File: src/rtl/spi_byte_master.sv
// -----------------------------------------------------------------------------
// spi_byte_master
//
// Byte-wide SPI master used for ADC register access behind command_processor.
// One byte is accepted per spitxdv strobe while spitxready=1. The byte is shifted
// out MSB first on spi_mosi. The byte captured from spi_miso comes back on spirx
// together with a one-cycle spirxdv pulse. Chip select is driven by
// command_processor, so this block drives only SCLK and MOSI and samples MISO.
//
// Parameters
//   CLKS_PER_HALF_BIT  clk cycles per SCLK half-period (must be >= 2)
//   SPI_MODE           0..3, CPOL = SPI_MODE[1], CPHA = SPI_MODE[0]
//
// Ports
//   clk         in   system clock, all logic on posedge
//   rst         in   asynchronous, active-high reset
//   spitx       in   [7:0] byte to transmit, sampled on accept
//   spitxdv     in   transmit strobe, ignored while spitxready=0
//   spitxready  out  1 = idle or finishing, next spitxdv is accepted
//   spirx       out  [7:0] last received byte, held until the next spirxdv
//   spirxdv     out  one-cycle pulse, spirx is valid
//   spi_sclk    out  SPI clock, idles at CPOL
//   spi_mosi    out  SPI data out, MSB first
//   spi_miso    in   SPI data in, already timed to the clk domain
//
// Configuration macro
//   SPI_LOOPBACK_EN  when defined, the sampler takes the internal MOSI bit
//                    instead of spi_miso, so spirx echoes the transmitted byte.
//                    SCLK and MOSI are still driven normally. Used for bring-up
//                    without the ADC.
// -----------------------------------------------------------------------------
module spi_byte_master #(
   parameter int CLKS_PER_HALF_BIT = 2,
   parameter int SPI_MODE          = 0
) (
   input  logic       clk,
   input  logic       rst,
   input  logic [7:0] spitx,
   input  logic       spitxdv,
   output logic       spitxready,
   output logic [7:0] spirx,
   output logic       spirxdv,
   output logic       spi_sclk,
   output logic       spi_mosi,
   input  logic       spi_miso
);

   localparam bit CPOL  = ((SPI_MODE / 2) % 2) == 1;
   localparam bit CPHA  = (SPI_MODE % 2) == 1;
   localparam int CNT_W = (CLKS_PER_HALF_BIT > 2) ? $clog2(CLKS_PER_HALF_BIT) : 1;

   if (CLKS_PER_HALF_BIT < 2) begin : g_bad_half_bit
      $error("spi_byte_master: CLKS_PER_HALF_BIT must be >= 2");
   end
   if (SPI_MODE < 0 || SPI_MODE > 3) begin : g_bad_mode
      $error("spi_byte_master: SPI_MODE must be 0..3");
   end

   typedef enum logic [1:0] {
      IDLE  = 2'd0,
      SHIFT = 2'd1,
      DONE  = 2'd2
   } state_t;

   state_t           state;
   state_t           next_state;
   logic             init_done;   // low until the first clk after reset release
   logic [CNT_W-1:0] half_cnt;
   logic [4:0]       edge_cnt;    // number of SCLK edges already issued, 0..16
   logic [7:0]       tx_sr;
   logic [7:0]       rx_sr;
   logic [7:0]       rx_next;
   logic [7:0]       spirx_q;
   logic             sclk_q;
   logic             mosi_q;
   logic             miso_src;
   logic             accept;
   logic             half_tc;
   logic             sample_now;
   logic             shift_now;
   logic             last_edge;

`ifdef SPI_LOOPBACK_EN
   logic unused_miso;
   assign unused_miso = spi_miso;
   assign miso_src    = mosi_q;
`else
   assign miso_src    = spi_miso;
`endif

   // The DONE cycle also reports ready, which lets back-to-back bytes run with
   // no idle gap.
   assign spitxready = init_done && (state != SHIFT);
   assign accept     = spitxready && spitxdv;
   assign spirxdv    = (state == DONE);
   assign spirx      = spirx_q;
   assign spi_sclk   = sclk_q;
   assign spi_mosi   = mosi_q;

   // half_tc marks the cycle on which SCLK toggles. edge_cnt still holds the
   // count before this edge, so the edge about to happen is number edge_cnt+1.
   // CPHA=0 samples on odd edges and shifts on even edges 2..14.
   // CPHA=1 shifts on odd edges and samples on even edges.
   assign half_tc    = (state == SHIFT) && (half_cnt == CNT_W'(CLKS_PER_HALF_BIT - 1));
   assign sample_now = half_tc && (edge_cnt[0] == CPHA);
   assign shift_now  = half_tc && (edge_cnt[0] != CPHA) && (CPHA || edge_cnt != 5'd15);
   assign last_edge  = half_tc && (edge_cnt == 5'd15);
   assign rx_next    = sample_now ? {rx_sr[6:0], miso_src} : rx_sr;

   always_ff @(posedge clk or posedge rst) begin
      if (rst) begin
         state <= IDLE;
      end else begin
         state <= next_state;
      end
   end

   always_comb begin
      // NOTE: assigning a default before the case means every path drives
      //       next_state, so no latch is inferred.
      next_state = state;
      case (state)
         IDLE:    if (accept) next_state = SHIFT;
         SHIFT:   if (last_edge) next_state = DONE;
         DONE:    next_state = accept ? SHIFT : IDLE;
         default: next_state = IDLE;
      endcase
   end

   // NOTE: sequential state uses non-blocking assignments only. Every register
   //       reads the pre-edge value of the others, so statement order inside
   //       the block does not matter.
   always_ff @(posedge clk or posedge rst) begin
      if (rst) begin
         // NOTE: the whole datapath is reset, not just the control. A
         //       mid-byte abort must leave no partial rx data, and SCLK
         //       must return to CPOL right away.
         init_done <= 1'b0;
         half_cnt  <= '0;
         edge_cnt  <= '0;
         tx_sr     <= '0;
         rx_sr     <= '0;
         spirx_q   <= '0;
         sclk_q    <= CPOL;
         mosi_q    <= 1'b0;
      end else begin
         init_done <= 1'b1;
         if (accept) begin
            half_cnt <= '0;
            edge_cnt <= '0;
            rx_sr    <= '0;
            if (CPHA) begin
               // Bit 7 goes out on the first SCLK edge.
               tx_sr <= spitx;
            end else begin
               // Bit 7 must already be on the line before the first edge.
               tx_sr  <= {spitx[6:0], 1'b0};
               mosi_q <= spitx[7];
            end
         end else if (state == SHIFT) begin
            half_cnt <= half_tc ? '0 : half_cnt + 1'b1;
            if (half_tc) begin
               sclk_q   <= ~sclk_q;
               edge_cnt <= edge_cnt + 5'd1;
            end
            if (shift_now) begin
               mosi_q <= tx_sr[7];
               tx_sr  <= {tx_sr[6:0], 1'b0};
            end
            rx_sr <= rx_next;
            // For CPHA=1 the final sample is taken on the last edge itself.
            // Loading rx_next here makes spirx valid during the DONE cycle.
            if (last_edge) begin
               spirx_q <= rx_next;
            end
         end
      end
   end

endmodule
File: config.mk
export PLATFORM = sky130hd
export DESIGN_NAME = spi_byte_master
export DESIGN_NICKNAME = d
export VERILOG_FILES = /design/src/rtl/spi_byte_master.sv
export SDC_FILE = /design/constraint.sdc
export NUM_CORES = 1
export LEC_CHECK = 0
export CAP_MARGIN = 20
export CORE_ASPECT_RATIO = 0.9
export CORE_MARGIN = 2
export CORE_UTILIZATION = 36
export DETAILED_ROUTE_END_ITERATION = 12
export RECOVER_POWER = 50
export SLEW_MARGIN = 10
export SYNTH_ARGS = -nofsm -noshare
export SYNTH_HDL_FRONTEND = slang
export SYNTH_SLANG_ARGS = --single-unit
File: constraint.sdc
create_clock -name clk -period 3.2 [get_ports clk]
set_input_delay 0.48 -clock clk [delete_from_list [all_inputs] [get_ports clk]]
set_output_delay 0.48 -clock clk [all_outputs]
set_load 0.02 [all_outputs]
==> results.txt <==
worst-margin pin slew: 1.79 ns
Leakage: 0.851 nW
n_diodes: 0
Slew headroom: -19.6%
CTS resizes: 0
Detail Placement HPWL: 2280 µm
# fillers: 413
largest net degree at the start of global routing: 35
Ys Warns: 0
failing checks: capacitance limit, slew limit
Max FO, Critical Path: 13
placed cells: 232
Antenna Nets Post-Route: 0
clk_skew: 0.00973 ns
overall power: 1.50 mW
fin crit share: 74.9%
WHS Path Cells: 1
Die W: 74.2 µm
worst vdd ir: 300 µV
Root Buffer: clkbuf_8
H-tree levels: 2
CP most frequent cell: ha_1
port bufs: 23
final setup fails: 0
CTS Hold Bufs: 0
EDFF count, synth: 0
top-level I/O count: 24
Final Hold Fails: 0
commonest register cell after synthesis: dfrtp_1
Mapped Area: 0.00160 mm²
DR vias: 1198
Initial Utilization: 38.4%
setup TNS: 0 ns
vias in the first global route: 1119
Seq. cell area: 851 µm²
GRT overflow: 0
total of max-cap violations: 1
drt pass-1 iters: 5
Crit-path slowest cell: dfrtp_1
initial antenna violation count: 0
Unique masters post-synth: 38
Tmin final: 2.40 ns
post-CTS setup buffers: 0
die height: 67.2 µm
status: finished, violations left
cell area power density: 770 mW/mm²
Data required, critical path: 3.36 ns
asr flop ratio synth: 100%
Remaining DRCs: 0
Worst Path Arrival: 2.56 ns
Core ar.: 0.00416 mm²
DP Area: 0.00185 mm²
clock-pin slew on the worst setup and hold paths: 0.07 ns
DRT iter0 DRCs: 42
syn_nets: 173
area of the multi-input gates: 652 µm²
Layout Nets: 193
area grow syn2layout: 22.3%
Gate Count Post-Synth: 159
WL per Instance: 13.4 µm
DIE AREA: 0.00498 mm²
Global Route Usage Sum: 15.2%
critical-path cell list: ha_1 -> and3_1 -> ha_1 -> nand2b_1 -> or2_1 -> a221o_1
first-pass GRT wire length: 5500 µm
CP endpoint kind: flip-flop
register area share after synthesis: 53.3%
placer congestion estimate: 0.797
post-route cell area: 0.00195 mm²
Max Slew Vio Count: 35
Worst Hold Class: flip-flop to flip-flop
f_max: 0.417 GHz
CTS tree: built
Synth Area per Inst: 10.0 µm²
startpoint types: flip-flop
worst reg-to-reg path cell count: 6
RSZ-0062 raised after global routing: false
share of cells above drive strength 1: 3.33%
Critical Setup Path Class: flip-flop to flip-flop
Non-Filler Instances: 240
DR vias/cell: 4.99
Core Rows: 22
Clock Sinks: 34
Clock Tree Buf Depth: 2
total wire length: 3230 µm
clock latency on the worst-skew pair: 0.29 ns
CP max stage delay: 0.57 ns
Yosys reg bits: 34
CTS Buf Count: 5
registers in the layout (all words and copies together), names as in the netlist:
name       count
edge_cnt       5
half_cnt       1
init_done      1
rx_sr          8
spi_mosi       1
spi_sclk       1
spirx          8
state          2
tx_sr          7
per-layer routing:
| layer | share of wire [%] | global-route usage [%] | up-vias |
|---|---|---|---|
| li1 | - | - | 596 |
| met1 | 51 | 21.8 | 571 |
| met2 | 43 | 21.0 | 26 |
| met3 | 4.3 | 3.73 | 5 |
| met4 | 1.8 | 8.18 | 0 |
| met5 | 0 | 0 | - |
layout make-up:
class / instances / area share, %
inverters: 9 / 1.73
multi-input cells: 105 / 33.4
well taps: 60 / 3.85
flip-flops and latches: 34 / 43.6
clock buffers: 7 / 3.91
clock inverters: 1 / 1.54
repair buffers: 24 / 12.0
layout by cell type, fill, tap and decap left out, drive strengths merged, types with 2 or more instances in the layout:
cell,Yosys,routed
dfrtp,34,34
o21ai,27,27
clkdlybuf4s50,0,22
nand2,18,18
inv,9,9
mux2i,8,8
clkbuf,6,8
nor3,6,6
a21oi,5,5
a221o,4,4
nor2,3,3
and2b,2,2
nand2b,2,2
and2,2,2
nand4b,2,2
nand3,2,2
or3,2,2
and3,2,2
xnor2,2,2
ha,2,2
a21boi,2,2
critical path, delay by kind of cell, from the launching register on:
| kind | cells | cell delay [ns] |
|---|---|---|
| simple gates | 3 | 0.83 |
| fa+ha+maj | 2 | 0.51 |
| compound gates | 1 | 0.35 |
| flops | 1 | 0.57 |
cell families (layout without fill, tap and decap cells):
logic type | count (synthesis) | after routing | synth area share (%)
other | 1 | 1 | 0.235
XOR/XNOR | 3 | 3 | 1.65
AO/OA/AOI/OAI | 47 | 47 | 18.1
multiplexers | 8 | 8 | 5.02
adder cells (fa/ha/maj) | 2 | 2 | 1.57
buffers and inverters | 20 | 41 | 5.64
AND/OR/NAND/NOR | 44 | 44 | 14.5
flip-flops | 34 | 34 | 53.3
worst paths after layout:
kind | startpoint | slack [ns] | end
min in group asynchronous | rst | 1.26 | spirx[7]$_DFFE_PP0P_
max reg2reg | edge_cnt[0]$_DFFE_PP0P_ | 0.80 | tx_sr[6]$_DFFE_PP0P_
min | spi_sclk$_DFFE_PP0P_ | 0.48 | spi_sclk$_DFFE_PP0P_
max in group asynchronous | rst | 0.89 | state[0]$_DFFE_PP0P_
min reg2reg | spi_sclk$_DFFE_PP0P_ | 0.48 | spi_sclk$_DFFE_PP0P_
max | edge_cnt[0]$_DFFE_PP0P_ | 0.80 | tx_sr[6]$_DFFE_PP0P_
cells in the mapped netlist (2+ instances only):
cell type,n,area (µm²)
nand2b_1,2,12.5
nand3_1,2,10.0
and2_1,2,12.5
nand2_1,18,67.6
or3_1,2,12.5
nor3_1,6,30.0
inv_1,9,33.8
buf_2,3,15.0
nor2_1,3,11.3
ha_1,2,25.0
and2b_1,2,15.0
clkbuf_1,6,22.5
o21ai_0,27,135
nand4b_1,2,17.5
a221o_1,4,40.0
a21oi_1,5,25.0
and3_1,2,12.5
dfrtp_1,34,851
mux2i_1,8,80.1
xnor2_1,2,17.5
metrics by stage:
step | setup slack, ns | hold slack (ns) | util, %
after global routing | 0.421 | 0.492 | 47.0
after detailed placement | 0.835 | 0.472 | 44.6
after CTS | 0.812 | 0.482 | 47.1
after global placement | 0.911 | 0.463 | 44.6
final | 0.804 | 0.475 | 47.0
after floorplan | 1.22 | 0.456 | -
power by group:
group	total [mW]	internal, mW	leakage, nW	switching (mW)
Sequential	0.685	0.558	0.427	0.126
Clock	0.381	0.233	0.0524	0.148
Combinational	0.439	0.208	0.371	0.231
Total	1.50	0.999	0.851	0.505
Power figures use the tool's default switching activity.
